$ cat src/rtl/led_driver_decoder_if.sv
// Serial LED-driver lines (SCLK/LAT/SIN) toward the decoder and the decoded
// command/word/frame status coming back from it.
interface led_driver_decoder_if #(
  parameter int unsigned WORD_WIDTH        = 48,
  parameter int unsigned NB_LEDS_PER_GROUP = 16
);
  localparam int unsigned BCW = $clog2(WORD_WIDTH) + 2;
  localparam int unsigned FWW = $clog2(NB_LEDS_PER_GROUP) + 2;

  logic                  sclk;
  logic                  lat;
  logic                  sin;

  logic                  cmd_valid;
  logic [2:0]            cmd;
  logic                  word_valid;
  logic [WORD_WIDTH-1:0] word_data;
  logic [BCW-1:0]        bit_count;
  logic                  len_err;
  logic                  fc_err;
  logic                  frame_done;
  logic [FWW-1:0]        frame_words;
  logic                  frame_err;

  // Stream source: drives the serial lines, observes the decode results.
  modport master (
    output sclk, lat, sin,
    input  cmd_valid, cmd, word_valid, word_data, bit_count,
           len_err, fc_err, frame_done, frame_words, frame_err
  );

  // Decoder: samples the serial lines, reports decoded commands.
  modport slave (
    input  sclk, lat, sin,
    output cmd_valid, cmd, word_valid, word_data, bit_count,
           len_err, fc_err, frame_done, frame_words, frame_err
  );
endinterface

$ cat src/rtl/led_driver_decoder.sv
// Receive-side decoder for the LED-driver serial stream: oversamples SCLK/LAT/SIN,
// shifts SIN on SCLK rises and decodes LAT pulse widths into latch commands.
module led_driver_decoder #(
  parameter int unsigned WORD_WIDTH        = 48,
  parameter int unsigned NB_LEDS_PER_GROUP = 16,
  parameter int unsigned SYNC_STAGES       = 2
) (
  input  logic                  clk,
  input  logic                  rst_n,
  led_driver_decoder_if.slave   bus
);

  localparam int unsigned BCW = $clog2(WORD_WIDTH) + 2;
  localparam int unsigned FWW = $clog2(NB_LEDS_PER_GROUP) + 2;
  localparam int unsigned LLW = 5;

  typedef enum logic [2:0] {
    CMD_NONE    = 3'd0,
    CMD_WRTGS   = 3'd1,
    CMD_LATGS   = 3'd2,
    CMD_WRTFC   = 3'd3,
    CMD_FCWRTEN = 3'd4,
    CMD_UNKNOWN = 3'd7
  } cmd_e;

  // Input synchronizers and edge-detect delay flops
  logic [SYNC_STAGES-1:0] sclk_sync_q;
  logic [SYNC_STAGES-1:0] lat_sync_q;
  logic [SYNC_STAGES-1:0] sin_sync_q;
  logic                   sclk_dly_q;
  logic                   lat_dly_q;

  logic sclk_s;
  logic lat_s;
  logic sin_s;
  logic sclk_rise;
  logic lat_fall;

  // Working state
  logic [WORD_WIDTH-1:0] shift_q,     shift_d;
  logic [BCW-1:0]        bit_cnt_q,   bit_cnt_d;
  logic [LLW-1:0]        lat_len_q,   lat_len_d;
  logic [FWW-1:0]        frame_cnt_q, frame_cnt_d;
  logic                  fc_armed_q,  fc_armed_d;

  // Registered outputs
  logic                  cmd_valid_q,   cmd_valid_d;
  cmd_e                  cmd_q,         cmd_d;
  logic                  word_valid_q,  word_valid_d;
  logic [WORD_WIDTH-1:0] word_data_q,   word_data_d;
  logic [BCW-1:0]        bit_count_q,   bit_count_d;
  logic                  len_err_q,     len_err_d;
  logic                  fc_err_q,      fc_err_d;
  logic                  frame_done_q,  frame_done_d;
  logic [FWW-1:0]        frame_words_q, frame_words_d;
  logic                  frame_err_q,   frame_err_d;

  cmd_e                  dec_cmd;
  logic [FWW-1:0]        frame_cnt_inc;

  always_ff @(posedge clk or negedge rst_n) begin
    if (!rst_n) begin
      sclk_sync_q <= '0;
      lat_sync_q  <= '0;
      sin_sync_q  <= '0;
      sclk_dly_q  <= 1'b0;
      lat_dly_q   <= 1'b0;
    end else begin
      sclk_sync_q <= {sclk_sync_q[SYNC_STAGES-2:0], bus.sclk};
      lat_sync_q  <= {lat_sync_q[SYNC_STAGES-2:0],  bus.lat};
      sin_sync_q  <= {sin_sync_q[SYNC_STAGES-2:0],  bus.sin};
      sclk_dly_q  <= sclk_s;
      lat_dly_q   <= lat_s;
    end
  end

  assign sclk_s    = sclk_sync_q[SYNC_STAGES-1];
  assign lat_s     = lat_sync_q[SYNC_STAGES-1];
  assign sin_s     = sin_sync_q[SYNC_STAGES-1];
  assign sclk_rise = sclk_s & ~sclk_dly_q;
  assign lat_fall  = ~lat_s & lat_dly_q;

  always_ff @(posedge clk or negedge rst_n) begin
    if (!rst_n) begin
      shift_q       <= '0;
      bit_cnt_q     <= '0;
      lat_len_q     <= '0;
      frame_cnt_q   <= '0;
      fc_armed_q    <= 1'b0;
      cmd_valid_q   <= 1'b0;
      cmd_q         <= CMD_NONE;
      word_valid_q  <= 1'b0;
      word_data_q   <= '0;
      bit_count_q   <= '0;
      len_err_q     <= 1'b0;
      fc_err_q      <= 1'b0;
      frame_done_q  <= 1'b0;
      frame_words_q <= '0;
      frame_err_q   <= 1'b0;
    end else begin
      shift_q       <= shift_d;
      bit_cnt_q     <= bit_cnt_d;
      lat_len_q     <= lat_len_d;
      frame_cnt_q   <= frame_cnt_d;
      fc_armed_q    <= fc_armed_d;
      cmd_valid_q   <= cmd_valid_d;
      cmd_q         <= cmd_d;
      word_valid_q  <= word_valid_d;
      word_data_q   <= word_data_d;
      bit_count_q   <= bit_count_d;
      len_err_q     <= len_err_d;
      fc_err_q      <= fc_err_d;
      frame_done_q  <= frame_done_d;
      frame_words_q <= frame_words_d;
      frame_err_q   <= frame_err_d;
    end
  end

  // Shift/count on SCLK rise first, then decode a LAT fall from the updated counts,
  // so a rise coinciding with the fall is still included in the word.
  always_comb begin
    shift_d       = shift_q;
    bit_cnt_d     = bit_cnt_q;
    lat_len_d     = lat_len_q;
    frame_cnt_d   = frame_cnt_q;
    fc_armed_d    = fc_armed_q;
    cmd_valid_d   = 1'b0;
    cmd_d         = cmd_q;
    word_valid_d  = 1'b0;
    word_data_d   = word_data_q;
    bit_count_d   = bit_count_q;
    len_err_d     = 1'b0;
    fc_err_d      = 1'b0;
    frame_done_d  = 1'b0;
    frame_words_d = frame_words_q;
    frame_err_d   = 1'b0;
    dec_cmd       = CMD_NONE;
    frame_cnt_inc = (frame_cnt_q == '1) ? frame_cnt_q : frame_cnt_q + FWW'(1);

    if (sclk_rise) begin
      shift_d = {shift_q[WORD_WIDTH-2:0], sin_s};
      if (bit_cnt_q != '1) begin
        bit_cnt_d = bit_cnt_q + BCW'(1);
      end
      if (lat_s && (lat_len_q != '1)) begin
        lat_len_d = lat_len_q + LLW'(1);
      end
    end

    // A LAT pulse that saw no SCLK rise leaves everything untouched.
    if (lat_fall && (lat_len_d != '0)) begin
      case (lat_len_d)
        LLW'(1):  dec_cmd = CMD_WRTGS;
        LLW'(3):  dec_cmd = CMD_LATGS;
        LLW'(5):  dec_cmd = CMD_WRTFC;
        LLW'(15): dec_cmd = CMD_FCWRTEN;
        default:  dec_cmd = CMD_UNKNOWN;
      endcase

      cmd_valid_d = 1'b1;
      cmd_d       = dec_cmd;
      bit_count_d = bit_cnt_d;
      fc_armed_d  = (dec_cmd == CMD_FCWRTEN);
      fc_err_d    = (dec_cmd == CMD_WRTFC) && !fc_armed_q;

      if ((dec_cmd == CMD_WRTGS) || (dec_cmd == CMD_LATGS) || (dec_cmd == CMD_WRTFC)) begin
        word_valid_d = 1'b1;
        word_data_d  = shift_d;
        len_err_d    = (bit_cnt_d != BCW'(WORD_WIDTH));
      end

      if (dec_cmd == CMD_WRTGS) begin
        frame_cnt_d = frame_cnt_inc;
      end else if (dec_cmd == CMD_LATGS) begin
        frame_done_d  = 1'b1;
        frame_words_d = frame_cnt_inc;
        frame_err_d   = (frame_cnt_inc != FWW'(NB_LEDS_PER_GROUP));
        frame_cnt_d   = '0;
      end

      bit_cnt_d = '0;
      lat_len_d = '0;
    end
  end

  assign bus.cmd_valid   = cmd_valid_q;
  assign bus.cmd         = cmd_q;
  assign bus.word_valid  = word_valid_q;
  assign bus.word_data   = word_data_q;
  assign bus.bit_count   = bit_count_q;
  assign bus.len_err     = len_err_q;
  assign bus.fc_err      = fc_err_q;
  assign bus.frame_done  = frame_done_q;
  assign bus.frame_words = frame_words_q;
  assign bus.frame_err   = frame_err_q;

endmodule

$ cat src/flat_wrapper.sv
// flat-port wrapper written by rule: the top's interface ports become plain ports
module led_driver_decoder_flat 
#(
  parameter int unsigned WORD_WIDTH        = 48,
  parameter int unsigned NB_LEDS_PER_GROUP = 16,
  parameter int unsigned SYNC_STAGES       = 2
)
  (clk, rst_n, bus_sclk, bus_lat, bus_sin, bus_cmd_valid, bus_cmd, bus_word_valid, bus_word_data, bus_bit_count, bus_len_err, bus_fc_err, bus_frame_done, bus_frame_words, bus_frame_err);
  led_driver_decoder_if #(.WORD_WIDTH(WORD_WIDTH), .NB_LEDS_PER_GROUP(NB_LEDS_PER_GROUP)) bus_i ();
  input  logic clk;
  input  logic rst_n;
  input wire logic [$bits(bus_i.sclk)-1:0] bus_sclk;
  input wire logic [$bits(bus_i.lat)-1:0] bus_lat;
  input wire logic [$bits(bus_i.sin)-1:0] bus_sin;
  output wire logic [$bits(bus_i.cmd_valid)-1:0] bus_cmd_valid;
  output wire logic [$bits(bus_i.cmd)-1:0] bus_cmd;
  output wire logic [$bits(bus_i.word_valid)-1:0] bus_word_valid;
  output wire logic [$bits(bus_i.word_data)-1:0] bus_word_data;
  output wire logic [$bits(bus_i.bit_count)-1:0] bus_bit_count;
  output wire logic [$bits(bus_i.len_err)-1:0] bus_len_err;
  output wire logic [$bits(bus_i.fc_err)-1:0] bus_fc_err;
  output wire logic [$bits(bus_i.frame_done)-1:0] bus_frame_done;
  output wire logic [$bits(bus_i.frame_words)-1:0] bus_frame_words;
  output wire logic [$bits(bus_i.frame_err)-1:0] bus_frame_err;
  assign bus_i.sclk = bus_sclk;
  assign bus_i.lat = bus_lat;
  assign bus_i.sin = bus_sin;
  assign bus_cmd_valid = bus_i.cmd_valid;
  assign bus_cmd = bus_i.cmd;
  assign bus_word_valid = bus_i.word_valid;
  assign bus_word_data = bus_i.word_data;
  assign bus_bit_count = bus_i.bit_count;
  assign bus_len_err = bus_i.len_err;
  assign bus_fc_err = bus_i.fc_err;
  assign bus_frame_done = bus_i.frame_done;
  assign bus_frame_words = bus_i.frame_words;
  assign bus_frame_err = bus_i.frame_err;
  led_driver_decoder #(.WORD_WIDTH(WORD_WIDTH), .NB_LEDS_PER_GROUP(NB_LEDS_PER_GROUP), .SYNC_STAGES(SYNC_STAGES)) u_core (.clk(clk), .rst_n(rst_n), .bus(bus_i));
endmodule
$ cat config.mk
export PLATFORM = sky130hd
export DESIGN_NAME = led_driver_decoder_flat
export DESIGN_NICKNAME = d
export VERILOG_FILES = /design/src/rtl/led_driver_decoder_if.sv /design/src/rtl/led_driver_decoder.sv /design/src/flat_wrapper.sv
export SDC_FILE = /design/constraint.sdc
export NUM_CORES = 1
export LEC_CHECK = 0
export CAP_MARGIN = 0
export CELL_PAD_IN_SITES_DETAIL_PLACEMENT = 1
export CELL_PAD_IN_SITES_GLOBAL_PLACEMENT = 2
export CORE_UTILIZATION = 35
export CTS_CLUSTER_SIZE = 30
export DETAILED_ROUTE_END_ITERATION = 10
export PLACE_DENSITY_LB_ADDON = 0.1
export SYNTH_ARGS = -nofsm -noshare
export SYNTH_HDL_FRONTEND = slang
export SYNTH_SLANG_ARGS = --single-unit
$ cat constraint.sdc
create_clock -name clk -period 6.6 [get_ports clk]
set_input_delay 1.32 -clock clk [delete_from_list [all_inputs] [get_ports clk]]
set_output_delay 1.32 -clock clk [all_outputs]
set_load 0.05 [all_outputs]
# Word level (Yosys, flattened, before mapping)
# Index checks and enable logic that the tools add are counted.
word_totals:
  reg_bits: 147
  inputBits: 5
  output_inout_bits: 71
  word_cells: 76
op_classes:
  addsub: 3
  n_eq_ne: 13
  mux: 24
  bitwise_logic: 5
  n_reduce_logical: 11
op_table:
  columns: ["op", "count"]
  rows:
  - ["$mux W48", 1]
  - ["$mux W8", 3]
  - ["$mux W6", 3]
  - ["$mux W5", 3]
  - ["$mux W1", 12]
  - ["$pmux W3 S4", 1]
  - ["$add A8 B1 Y8 const B", 1]
  - ["$ne A8 B6 Y1 const B", 1]
  - ["$ne A8 B8 Y1 const B", 1]
  - ["$add A6 B1 Y6 const B", 1]
  - ["$eq A3 B2 Y1 const B", 2]
  - ["$eq A6 B6 Y1 const B", 1]
  - ["$ne A6 B5 Y1 const B", 1]
  - ["$add A5 B1 Y5 const B", 1]
  - ["$eq A5 B1 Y1 const B", 1]
  - ["$eq A5 B2 Y1 const B", 1]
  - ["$eq A5 B3 Y1 const B", 1]
  - ["$eq A5 B4 Y1 const B", 1]
  - ["$ne A5 B5 Y1 const B", 1]
  - ["$reduce_bool A5 Y1", 1]
  - ["$reduce_and A2 Y1", 2]
  - ["$eq A3 B1 Y1 const B", 1]
  - ["$eq A3 B3 Y1 const B", 1]
  - ["$logic_and A1 B1 Y1", 3]
  - ["7 further kinds", 11]

# Longest topological paths before layout
# Gate-level depths: netlist (run 1).
logic_depth:
  depth_word: 12
  ltp_mapped: 9
  depth_no_buf: 9

# Worst setup path before layout (run 1)
# No wires, ideal clock.
synth_path:
  kind: "flip-flop to flip-flop"
  start: "reg u_core.lat_len_q[1]"
  end: "reg u_core.word_data_q[1] (netlist: u_core.bus.word_data[1])"
  setup_ns: 0.125
  arrival_time_ns: 2.581
  required_time_ns: 6.475
  path_slack_ns: 3.894
  stages_incl_launch_ff: 10
  n_path_buf: 1
  synth_period_minus_slack_ns: 2.706
  path_cell_list: "dfrtp_1 -> ha_1 -> and3_1 -> ha_1 -> or3b_1 -> mux2i_4 -> nand3_4 -> a21oi_4 -> buf_6 -> mux2_2"
synth_between:
  elab_chain_cells: 11
  word_cells_on_any_way: 19
  cone_classes: "add/sub: 1; eq/ne: 8; mux: 4; reduce/logical: 6"
synth_rtl:
  columns: ["item", "line_no", "rtl"]
  rows:
  - ["start: declaration", "led_driver_decoder.sv:42", "logic [LLW-1:0] lat_len_q, lat_len_d;"]
  - ["start signal: assignment", "led_driver_decoder.sv:103", "lat_len_q <= lat_len_d;"]
  - ["parallel branches: the longest is 3 deep, another holds $add A5 B1 Y5", null, null]
  - ["$mux W5 (*)", "led_driver_decoder.sv:140", "if (sclk_rise) begin"]
  - ["$eq A5 B4 Y1 (tied with other cells)", "led_driver_decoder.sv:152", "case (lat_len_d)"]
  - ["$pmux W3 S4", "led_driver_decoder.sv:152", null]
  - ["$mux W3", "led_driver_decoder.sv:151", "if (lat_fall && (lat_len_d != '0)) begin"]
  - ["$eq A3 B1 Y1 / $eq A3 B2 Y1 (equally long branches)", "led_driver_decoder.sv:166", "if ((dec_cmd == CMD_WRTGS) || (dec_cmd == CMD_LATGS) || (dec_cmd == CMD_WRTFC)) begin"]
  - ["$logic_or A1 B1 Y1 (2 in series)", "led_driver_decoder.sv:166", null]
  - ["$reduce_and A2 Y1 (no source line) (*)", null, null]
  - ["end signal: assignment", "led_driver_decoder.sv:109", "word_data_q <= word_data_d;"]
  - ["end: declaration", "led_driver_decoder.sv:50", "logic [WORD_WIDTH-1:0] word_data_q, word_data_d;"]
# Every way passes the cells marked *. The select of a mux whose other input is x is not followed.
# A chain may end at the register's enable or synchronous reset.

# Final worst setup path (run 1)
layout_path:
  start: "reg u_core.lat_len_q[0]"
  end: "reg u_core.word_data_q[27] (netlist: u_core.bus.word_data[27])"
# Same word-level chain as after synthesis.

==> results.json, run 1 <==
{
  "number_of_antenna_violations_at_the_first_check_in_global_routing": 0,
  "final_cells": 748,
  "max_clock_freq_mhz": 300,
  "synth_warnings": 0,
  "design_power_mw": 2.66,
  "finalHoldViolCount": 0,
  "power_switching_share_pct": 30.9,
  "finClkSkew_ps": 13.2,
  "gr-max-usage-layer": "met2",
  "worst_hold_slack_ps": 346,
  "vdd.ir_drop.worst_mv": 0.198,
  "cts_setup_buffers": 0,
  "cts.reportedPaths.clkPinSlew_ps": 60,
  "setup.worst_path.start_class": "register",
  "synth_enable_flop_cells": 0,
  "placed_cells_incl_taps": 716,
  "net-switching-power_mw": 0.823,
  "drc_errors": 0,
  "route.vias.total": 3632,
  "slew_headroom_pct": 39.6,
  "path_max_fanout": 51,
  "seq_power_share_pct": 41.8,
  "dp_hpwl_um": 7580,
  "worst_ep_required_time_ps": 6900,
  "synthesis.area_mm2": 0.00600,
  "timing.reg2reg.worst_path_depth": 9,
  "first_global_vias": 3927,
  "hp-class": "register to register",
  "use_met1_pct": 19.9,
  "placement_rows": 47,
  "yosysSeqAreaShare_pct": 61.3,
  "worst_path_most_repeated_cell": "sky130_fd_sc_hd__ha_1",
  "cts.sink_count": 147,
  "seqCellArea_mm2": 0.00368,
  "share_of_final_layout_standard_cells_stronger_than_drive_strength_1_pct": 27.5,
  "hold_buffers": 0,
  "numPortBuffers": 75,
  "dieWidth_um": 133,
  "avgRoutedWirePerCell_um": 15.9,
  "worst-slew-pin-transition_ps": 906,
  "clock_tree_from_tritoncts": "built",
  "grt.total_usage_pct": 14.9,
  "layout.filler_cells": 1685,
  "synth_fp_nets": 445,
  "ys_types": 54,
  "critPathSlowestCell": "sky130_fd_sc_hd__buf_4",
  "boundaryPins": 76,
  "final.setup.worst_slack_ps": 3270,
  "gpl.final_weighted_congestion": 0.734,
  "firstDrtPassIters": 4,
  "grt_first_pass_wirelength_um": 20500,
  "cp_cell_sequence": "ha_1 -> and3_1 -> ha_1 -> or3b_1 -> mux2i_4 -> nand3_4 -> a21oi_4 -> buf_4 -> mux2_2",
  "die_area_mm2": 0.0177,
  "antenna_cells": 0,
  "cts_max_level": 4,
  "tritoncts.num_buffers": 17,
  "worst-endpoint-arrival_ps": 3630,
  "clock_insertion_delay_at_the_later_pin_of_the_skew_report_ps": 420,
  "area_used_by_multi_input_combinational_logic_mm2": 0.00220,
  "maximum_number_of_pins_on_one_net_before_global_route_repair": 76,
  "grt-ovfl-total": 0,
  "power_frac_comb_pct": 22.0,
  "synthesis.area_per_instance_um2": 13.8,
  "vias_per_cell": 4.86,
  "drt_wirelength_um": 11900,
  "synth-main-ff-cell": "sky130_fd_sc_hd__dfrtp_1",
  "timing.max_cap.violations": 0,
  "delay_of_the_slowest_critical_path_stage_ps": 580,
  "initialDrtViolationCount": 169,
  "outcome": "finished clean",
  "critical_path.endpoint_type": "register",
  "drt.antenna.violating_nets": 0,
  "timing_worst_setup_path_type": "register to register",
  "power.share.clock_pct": 36.2,
  "die_height_um": 133,
  "floorplan.initialDensity_pct": 36.0,
  "area_growth_syn_to_layout_pct": 25.6,
  "root_buffer_cell": "sky130_fd_sc_hd__clkbuf_16",
  "globalRouteMet2Util_pct": 22.8,
  "synthesis.instances": 436,
  "finish.net_count": 524,
  "place_worst_setup_slack_ps": 3250,
  "postCtsResizedCells": 0,
  "setup_viol": 0,
  "power_density_mw_per_mm2": 353,
  "setup_total_negative_slack_ps": 0,
  "leakage_power_nw": 3.41,
  "synth.ff_latch_count": 147,
  "p_int_mw": 1.84,
  "final.period_utilization_pct": 50.4,
  "min_path_cells": 0,
  "cts_buffer_depth": 2,
  "met3_usage_pct": 4.14,
  "finalWorstPathRequiredPeriod_ps": 3330,
  "setup_repair_after_global_routing_missed_its_margin": "false",
  "asyncSetResetFlopFracSynth_pct": 100,
  "placeable_core_area_mm2": 0.0166,
  "number_of_max_slew_violations_in_the_final_report": 0
}
==> through the flow <==
step	util (%)	area, µm²
final	45.2	7530
after global routing	45.2	7530
after CTS	45.2	7530
after detailed placement	41.7	6940
after global placement	41.7	6940
after floorplan	-	6000
==> cell usage in the layout (no fill, tap or decap), types with 2 or more instances in the layout <==
| cell type | n |
|---|---|
| sky130_fd_sc_hd__nor4b_1 | 2 |
| sky130_fd_sc_hd__nor3b_1 | 3 |
| sky130_fd_sc_hd__mux2i_1 | 6 |
| sky130_fd_sc_hd__mux2_1 | 7 |
| sky130_fd_sc_hd__a31o_2 | 2 |
| sky130_fd_sc_hd__mux2_2 | 92 |
| sky130_fd_sc_hd__o22ai_1 | 3 |
| sky130_fd_sc_hd__a31oi_1 | 2 |
| sky130_fd_sc_hd__buf_4 | 3 |
| sky130_fd_sc_hd__o21ai_0 | 27 |
| sky130_fd_sc_hd__clkinv_4 | 2 |
| sky130_fd_sc_hd__or3_1 | 3 |
| sky130_fd_sc_hd__nand4_1 | 4 |
| sky130_fd_sc_hd__nand2b_1 | 4 |
| sky130_fd_sc_hd__nand2_1 | 25 |
| sky130_fd_sc_hd__and3_1 | 3 |
| sky130_fd_sc_hd__and2_1 | 4 |
| sky130_fd_sc_hd__dfrtp_1 | 147 |
| sky130_fd_sc_hd__clkbuf_16 | 17 |
| sky130_fd_sc_hd__clkbuf_1 | 2 |
| sky130_fd_sc_hd__a21oi_1 | 10 |
| sky130_fd_sc_hd__clkinvlp_4 | 3 |
| sky130_fd_sc_hd__xnor2_1 | 4 |
| sky130_fd_sc_hd__or2_2 | 3 |
| sky130_fd_sc_hd__ha_1 | 4 |
| sky130_fd_sc_hd__nand3_1 | 6 |
| sky130_fd_sc_hd__clkinv_2 | 4 |
| sky130_fd_sc_hd__clkdlybuf4s50_1 | 74 |
| sky130_fd_sc_hd__bufinv_16 | 3 |
| sky130_fd_sc_hd__nand3_4 | 2 |
| sky130_fd_sc_hd__nor2_1 | 25 |
| sky130_fd_sc_hd__nor2b_1 | 2 |
| sky130_fd_sc_hd__nand3b_1 | 2 |
==> area by class of cell <==
type / instances / area share [%]
sequential: 147 / 48.9
multi-input combinational: 268 / 29.2
timing repair buffer: 78 / 10.3
tap: 220 / 3.66
clock buffer: 19 / 5.75
inverter: 3 / 0.183
clock inverter: 13 / 2.11
==> registers in the layout, indices dropped and copies added (netlist names), 3 cells and up <==
register / count
u_core.bit_cnt_q: 8
u_core.bus.bit_count: 8
u_core.bus.frame_words: 6
u_core.lat_len_q: 5
u_core.shift_q: 48
u_core.bus.word_data: 48
u_core.frame_cnt_q: 6
u_core.bus.cmd: 3
==> power groups by stage <==
stage	Sequential, mW	Combinational [mW]	Clock [mW]
6_report	1.11	0.585	0.963
5_1_grt	1.14	0.637	1.03
2_1_floorplan	1.29	0.227	0
3_5_place_dp	1.13	0.594	0
4_1_cts	1.12	0.597	0.995
3_3_place_gp	1.13	0.588	0
==> critical path: cells and delay by family (launching register included) <==
kind,cells,cell delay [ps]
and+or+nand+nor,3,740
muxes,2,650
buffers and inverters,1,580
adders and majority gates,2,560
DFF,1,480
AOI/OAI and AO/OA,1,170
==> Yosys cell counts (2+ instances only) <==
master / instances / area share (%)
sky130_fd_sc_hd__dfrtp_1: 147 / 61
sky130_fd_sc_hd__mux2_2: 92 / 17
sky130_fd_sc_hd__o21ai_0: 27 / 2.3
sky130_fd_sc_hd__nand2_1: 25 / 1.6
sky130_fd_sc_hd__nor2_1: 25 / 1.6
sky130_fd_sc_hd__a21oi_1: 10 / 0.83
sky130_fd_sc_hd__mux2_1: 7 / 1.3
sky130_fd_sc_hd__buf_6: 6 / 1.1
sky130_fd_sc_hd__clkbuf_1: 6 / 0.38
sky130_fd_sc_hd__mux2i_1: 6 / 1.0
sky130_fd_sc_hd__nand3_1: 6 / 0.50
sky130_fd_sc_hd__and2_1: 4 / 0.42
sky130_fd_sc_hd__ha_1: 4 / 0.83
sky130_fd_sc_hd__nand2b_1: 4 / 0.42
sky130_fd_sc_hd__nand4_1: 4 / 0.42
sky130_fd_sc_hd__xnor2_1: 4 / 0.58
sky130_fd_sc_hd__and3_1: 3 / 0.31
sky130_fd_sc_hd__buf_1: 3 / 0.19
sky130_fd_sc_hd__buf_2: 3 / 0.25
sky130_fd_sc_hd__nor2b_1: 3 / 0.31
sky130_fd_sc_hd__nor3b_1: 3 / 0.38
sky130_fd_sc_hd__o22ai_1: 3 / 0.31
sky130_fd_sc_hd__or2_2: 3 / 0.31
sky130_fd_sc_hd__or3_1: 3 / 0.31
sky130_fd_sc_hd__a31o_2: 2 / 0.29
sky130_fd_sc_hd__a31oi_1: 2 / 0.21
sky130_fd_sc_hd__nand3_4: 2 / 0.58
sky130_fd_sc_hd__nand3b_1: 2 / 0.25
sky130_fd_sc_hd__nor4b_1: 2 / 0.29
==> cell families (layout without fill, tap and decap cells) <==
kind of cell,count (synthesis),in the layout,share of synthesized area [%]
and+or+nand+nor,101,101,9.66
xor gates and xnor gates,5,5,0.730
muxes,106,106,20.0
AOI/OAI and AO/OA,52,52,5.30
buffers and inverters,21,113,2.17
DFF,147,147,61.3
adders and majority gates,4,4,0.835
==> worst paths after layout <==
check	from	to	slack, ps
worst min-delay path	u_core.sin_sync_q[0]	u_core.sin_sync_q[1]	350
worst max-delay path	u_core.lat_len_q[0]	u_core.bus.word_data[27]	3270
max in group asynchronous	rst_n	u_core.bus.word_data[15]	4330
worst max register to register	u_core.lat_len_q[0]	u_core.bus.word_data[27]	3270
min in group asynchronous	rst_n	u_core.bus.bit_count[7]	910
worst min register to register	u_core.sin_sync_q[0]	u_core.sin_sync_q[1]	350
==> layer usage <==
| metal | share of wire, % | vias up |
|---|---|---|
| met4 | 1.6 | 0 |
| met1 | 47 | 1852 |
| met5 | 0 | - |
| li1 | - | 1707 |
| met2 | 47 | 57 |
| met3 | 4.0 | 16 |
Power figures use the tool's default switching activity.
==> run 2, diff against run 1 <==
Clock period 6.6 ns to 3.3 ns, I/O delays scaled along.
==> run 2 against run 1 <==
Effect of this change: combinational power rose by 100%; critical endpoint is now u_core.bus.word_data[6]; register-to-register slack worse by 3000 ps; highest routed layer unchanged; maximum frequency rose by 8.7%; total power up 100%; critical path type unchanged.
==> results.json, run 2 (synthesis results as in run 1) <==
{
  "path_max_fanout": 36,
  "hp-class": "primary input to asynchronous set/reset pin",
  "placeable_core_area_mm2": 0.0166,
  "cts.reportedPaths.clkPinSlew_ps": 60,
  "drt.antenna.violating_nets": 0,
  "timing_worst_setup_path_type": "register to register",
  "boundaryPins": 76,
  "cts_setup_buffers": 0,
  "worst_hold_slack_ps": 258,
  "dp_hpwl_um": 7850,
  "area_growth_syn_to_layout_pct": 26.4,
  "gpl.final_weighted_congestion": 0.728,
  "setup_viol": 0,
  "dieWidth_um": 133,
  "grt_first_pass_wirelength_um": 20500,
  "clock_insertion_delay_at_the_later_pin_of_the_skew_report_ps": 420,
  "gr-max-usage-layer": "met2",
  "avgRoutedWirePerCell_um": 15.9,
  "place_worst_setup_slack_ps": 250,
  "number_of_antenna_violations_at_the_first_check_in_global_routing": 0,
  "first_global_vias": 3958,
  "grt.total_usage_pct": 15.0,
  "layout.cells.most_common_list": "147 x sky130_fd_sc_hd__dfrtp_1, 92 x sky130_fd_sc_hd__mux2_2, 74 x sky130_fd_sc_hd__clkdlybuf4s50_1",
  "finClkSkew_ps": 6.41,
  "leakage_power_nw": 3.44,
  "cts_buffer_depth": 2,
  "die_area_mm2": 0.0177,
  "worst_ep_required_time_ps": 3600,
  "firstDrtPassIters": 4,
  "die_height_um": 133,
  "slew_headroom_pct": 53.1,
  "final.setup.worst_slack_ps": 238,
  "globalRouteMet2Util_pct": 23.6,
  "setup.worst_path.start_class": "register",
  "met3_usage_pct": 5.06,
  "setup_repair_after_global_routing_missed_its_margin": "false",
  "finalWorstPathRequiredPeriod_ps": 3060,
  "grt-ovfl-total": 0,
  "final_core_util_pct": 45.5,
  "share_of_final_layout_standard_cells_stronger_than_drive_strength_1_pct": 27.9,
  "finish.net_count": 527,
  "worst-endpoint-arrival_ps": 3360,
  "number_of_max_slew_violations_in_the_final_report": 0,
  "initialDrtViolationCount": 139,
  "root_buffer_cell": "sky130_fd_sc_hd__clkbuf_16",
  "setup_total_negative_slack_ps": 0,
  "cts_max_level": 4,
  "finalHoldViolCount": 0,
  "tritoncts.num_buffers": 17,
  "hold_buffers": 0,
  "placement_rows": 47,
  "max_clock_freq_mhz": 327,
  "vias_per_cell": 4.89,
  "floorplan.initialDensity_pct": 36.0,
  "vdd.ir_drop.worst_mv": 0.366,
  "power_density_mw_per_mm2": 703,
  "critical_path.endpoint_type": "register",
  "use_met1_pct": 19.0,
  "postCtsResizedCells": 0,
  "worst-slew-pin-transition_ps": 703,
  "cts.sink_count": 147,
  "drc_errors": 0,
  "layout.filler_cells": 1747,
  "numPortBuffers": 75,
  "drt_wirelength_um": 12000,
  "antenna_cells": 0,
  "clock_tree_from_tritoncts": "built",
  "timing.max_cap.violations": 0,
  "route.vias.total": 3676,
  "outcome": "finished clean",
  "maximum_number_of_pins_on_one_net_before_global_route_repair": 75,
  "final.period_utilization_pct": 92.8,
  "layout_commonest_cell": "sky130_fd_sc_hd__dfrtp_1"
}
## run 2: layout make-up
type | instances | area (µm²) | area share [%]
sequential | 147 | 3680 | 48.5
multi-input combinational | 268 | 2200 | 29.0
timing repair buffer | 81 | 822 | 10.8
clock buffer | 22 | 474 | 6.26
tap | 220 | 275 | 3.63
clock inverter | 10 | 120 | 1.58
inverter | 3 | 13.8 | 0.182
## run 2: final timing paths
| check | depth (start not counted) | slack, ps | startpoint | endpoint |
|---|---|---|---|---|
| worst max-delay path | 9 | 240 | u_core.lat_len_q[0] | u_core.bus.word_data[6] |
| worst min-delay path | 1 | 260 | rst_n | u_core.bus.bit_count[7] |
| worst max register to register | 9 | 240 | u_core.lat_len_q[0] | u_core.bus.word_data[6] |
| worst min register to register | 0 | 350 | u_core.lat_sync_q[0] | u_core.lat_sync_q[1] |
| max in group asynchronous | 2 | 2250 | rst_n | u_core.bus.cmd[0] |
| min in group clk | 0 | 350 | u_core.lat_sync_q[0] | u_core.lat_sync_q[1] |
## run 2: critical path, stage by stage, from the launching register on
cell,delay (ps)
sky130_fd_sc_hd__dfrtp_1,480
sky130_fd_sc_hd__ha_1,270
sky130_fd_sc_hd__and3_1,180
sky130_fd_sc_hd__ha_1,310
sky130_fd_sc_hd__or3b_1,430
sky130_fd_sc_hd__mux2i_4,240
sky130_fd_sc_hd__nand3_4,140
sky130_fd_sc_hd__a21oi_4,240
sky130_fd_sc_hd__buf_12,240
sky130_fd_sc_hd__mux2_2,370
## run 2: stage by stage
stage / instance area (µm²) / power (mW) / cells
finish: 7580 / 5.33 / 751
global route: 7580 / 5.60 / 751
CTS: 7580 / 5.42 / 751
detailed placement: 6990 / 3.45 / 719
global placement: 6990 / 3.43 / 719
floorplan: 6000 / 3.04 / 436
## run 2: per-layer routing
layer  vias to the layer above  share of wire (%)
met5                         -                  0
met4                         0                1.6
met3                        17                4.1
met2                        61                 47
met1                      1881                 47
li1                       1717                  -
## run 2: power breakdown
part	internal, mW	switching (mW)
clock network	1.18	0.749
logic	0.446	0.728
registers	2.05	0.178
total	3.68	1.66
==> run 3, diff against run 2 <==
--- a/config.mk
+++ b/config.mk
@@ -10,5 +10,5 @@
 export CELL_PAD_IN_SITES_GLOBAL_PLACEMENT = 2
 export CORE_UTILIZATION = 35
-export CTS_CLUSTER_SIZE = 30
+export CTS_CLUSTER_SIZE = 10
 export DETAILED_ROUTE_END_ITERATION = 10
 export PLACE_DENSITY_LB_ADDON = 0.1
==> constraint.sdc (replaced) <==
create_clock -name clk -period 3.3 [get_ports clk]
set_input_delay 0.66 -clock clk [delete_from_list [all_inputs] [get_ports clk]]
set_output_delay 0.66 -clock clk [all_outputs]
set_load 0.1 [all_outputs]
==> run 3 against run 2 <==
Effect of this change: routed wire length is 1.7% higher; global-route usage increased by 0.36 points; via count grew 0.60%.
==> results.json, run 3 (synthesis results as in run 1) <==
{
  "worst-endpoint-arrival_ps": 3390,
  "layout.filler_cells": 1719,
  "tritoncts.num_buffers": 17,
  "die_area_mm2": 0.0177,
  "timing.max_cap.violations": 0,
  "clock_insertion_delay_at_the_later_pin_of_the_skew_report_ps": 420,
  "vias_per_cell": 4.91,
  "drt_wirelength_um": 12200,
  "drt.antenna.violating_nets": 0,
  "path_max_fanout": 20,
  "placed_cells_incl_taps": 721,
  "number_of_max_slew_violations_in_the_final_report": 0,
  "maximum_number_of_pins_on_one_net_before_global_route_repair": 84,
  "grt_first_pass_wirelength_um": 21200,
  "floorplan.initialDensity_pct": 36.0,
  "postCtsResizedCells": 0,
  "clock_tree_from_tritoncts": "built",
  "worst_ep_required_time_ps": 3600,
  "worst-slew-pin-transition_ps": 768,
  "placement_rows": 47,
  "hp-class": "primary input to asynchronous set/reset pin",
  "avgRoutedWirePerCell_um": 16.2,
  "share_of_final_layout_standard_cells_stronger_than_drive_strength_1_pct": 41.7,
  "cts_buffer_depth": 2,
  "slew_headroom_pct": 48.8,
  "setup_total_negative_slack_ps": 0,
  "layout_commonest_cell": "sky130_fd_sc_hd__dfrtp_1",
  "first_global_vias": 4028,
  "antenna_cells": 0,
  "cts_max_level": 4,
  "final.period_utilization_pct": 93.7,
  "grt-ovfl-total": 0,
  "grt.total_usage_pct": 15.4,
  "firstDrtPassIters": 4,
  "finClkSkew_ps": 9.92,
  "max_clock_freq_mhz": 323,
  "route.vias.total": 3698,
  "critical_path.endpoint_type": "register",
  "placeable_core_area_mm2": 0.0166,
  "cts.sink_count": 147,
  "cts.reportedPaths.clkPinSlew_ps": 60,
  "timing_worst_setup_path_type": "register to register",
  "layout.cells.most_common_list": "147 x sky130_fd_sc_hd__dfrtp_1, 92 x sky130_fd_sc_hd__mux2_2, 78 x sky130_fd_sc_hd__buf_4",
  "initialDrtViolationCount": 125,
  "setup_repair_after_global_routing_missed_its_margin": "false",
  "final_cells": 753,
  "number_of_antenna_violations_at_the_first_check_in_global_routing": 0,
  "finish.net_count": 529,
  "setup.worst_path.start_class": "register",
  "numPortBuffers": 75,
  "leakage_power_nw": 3.58,
  "worst_hold_slack_ps": 289,
  "area_growth_syn_to_layout_pct": 23.6,
  "boundaryPins": 76,
  "vdd.ir_drop.worst_mv": 0.625,
  "setup_viol": 0,
  "cts_setup_buffers": 0,
  "drc_errors": 0,
  "dieWidth_um": 133,
  "power_density_mw_per_mm2": 775,
  "die_height_um": 133,
  "root_buffer_cell": "sky130_fd_sc_hd__clkbuf_16",
  "outcome": "finished clean",
  "finalHoldViolCount": 0,
  "finalWorstPathRequiredPeriod_ps": 3090,
  "hold_buffers": 0,
  "dp_hpwl_um": 8050,
  "gpl.final_weighted_congestion": 0.754
}
==> run 3: final cells by class <==
cell class | instances | area [µm²] | share of cell area, %
Tap cell | 220 | 275 | 3.71
Clock buffer | 20 | 457 | 6.16
Inverter | 3 | 13.8 | 0.186
Clock inverter | 12 | 145 | 1.96
Multi-Input combinational cell | 268 | 2200 | 29.6
Sequential cell | 147 | 3680 | 49.6
Timing Repair Buffer | 83 | 647 | 8.73
==> run 3: critical path, cell delays in order, from the launching register on <==
cell and delay, ps:
sky130_fd_sc_hd__dfrtp_1 480, sky130_fd_sc_hd__ha_1 260, sky130_fd_sc_hd__and3_1 180, sky130_fd_sc_hd__ha_1 310, sky130_fd_sc_hd__or3b_1 420, sky130_fd_sc_hd__mux2i_4 250, sky130_fd_sc_hd__nand3_4 140, sky130_fd_sc_hd__a21oi_4 240
sky130_fd_sc_hd__buf_4 310, sky130_fd_sc_hd__mux2_2 370
==> run 3: power breakdown <==
group          total, mW  leakage (nW)  internal (mW)  switching (mW)
clock network       1.96         0.288           1.17           0.797
logic               1.56          1.32          0.405            1.15
registers           2.22          1.98           2.05           0.176
total               5.75          3.58           3.62            2.13
==> run 3: final timing paths <==
kind / start / end / slack (ps) / cells past startpoint
max: u_core.lat_len_q[0] / u_core.bus.word_data[45] / 210 / 9
min: rst_n / u_core.bus.bit_count[5] / 290 / 1
max reg2reg: u_core.lat_len_q[0] / u_core.bus.word_data[45] / 210 / 9
min reg2reg: u_core.sin_sync_q[0] / u_core.sin_sync_q[1] / 350 / 0
max in group asynchronous: rst_n / u_core.bus.word_data[43] / 2100 / 2
min in group clk: u_core.sin_sync_q[0] / u_core.sin_sync_q[1] / 350 / 0
==> run 3: routing by layer <==
metal / share of wire, % / GRT usage, % / vias to the layer above
li1: - / - / 1717
met1: 46 / 19.8 / 1900
met2: 48 / 24.3 / 63
met3: 4.1 / 4.14 / 18
met4: 1.6 / 6.90 / 0
met5: 0 / 0 / -
==> run 3: metrics by stage <==
stage               setup slack, ps  utilization [%]  total power [mW]  cell area (µm²)
floorplan                       593                -              3.45             6000
finish                          208             44.5              5.75             7410
detailed placement              191             40.9              3.84             6810
global route                   32.6             44.5              6.03             7410
global placement                276             40.9              3.82             6810
CTS                             182             44.5              5.83             7410
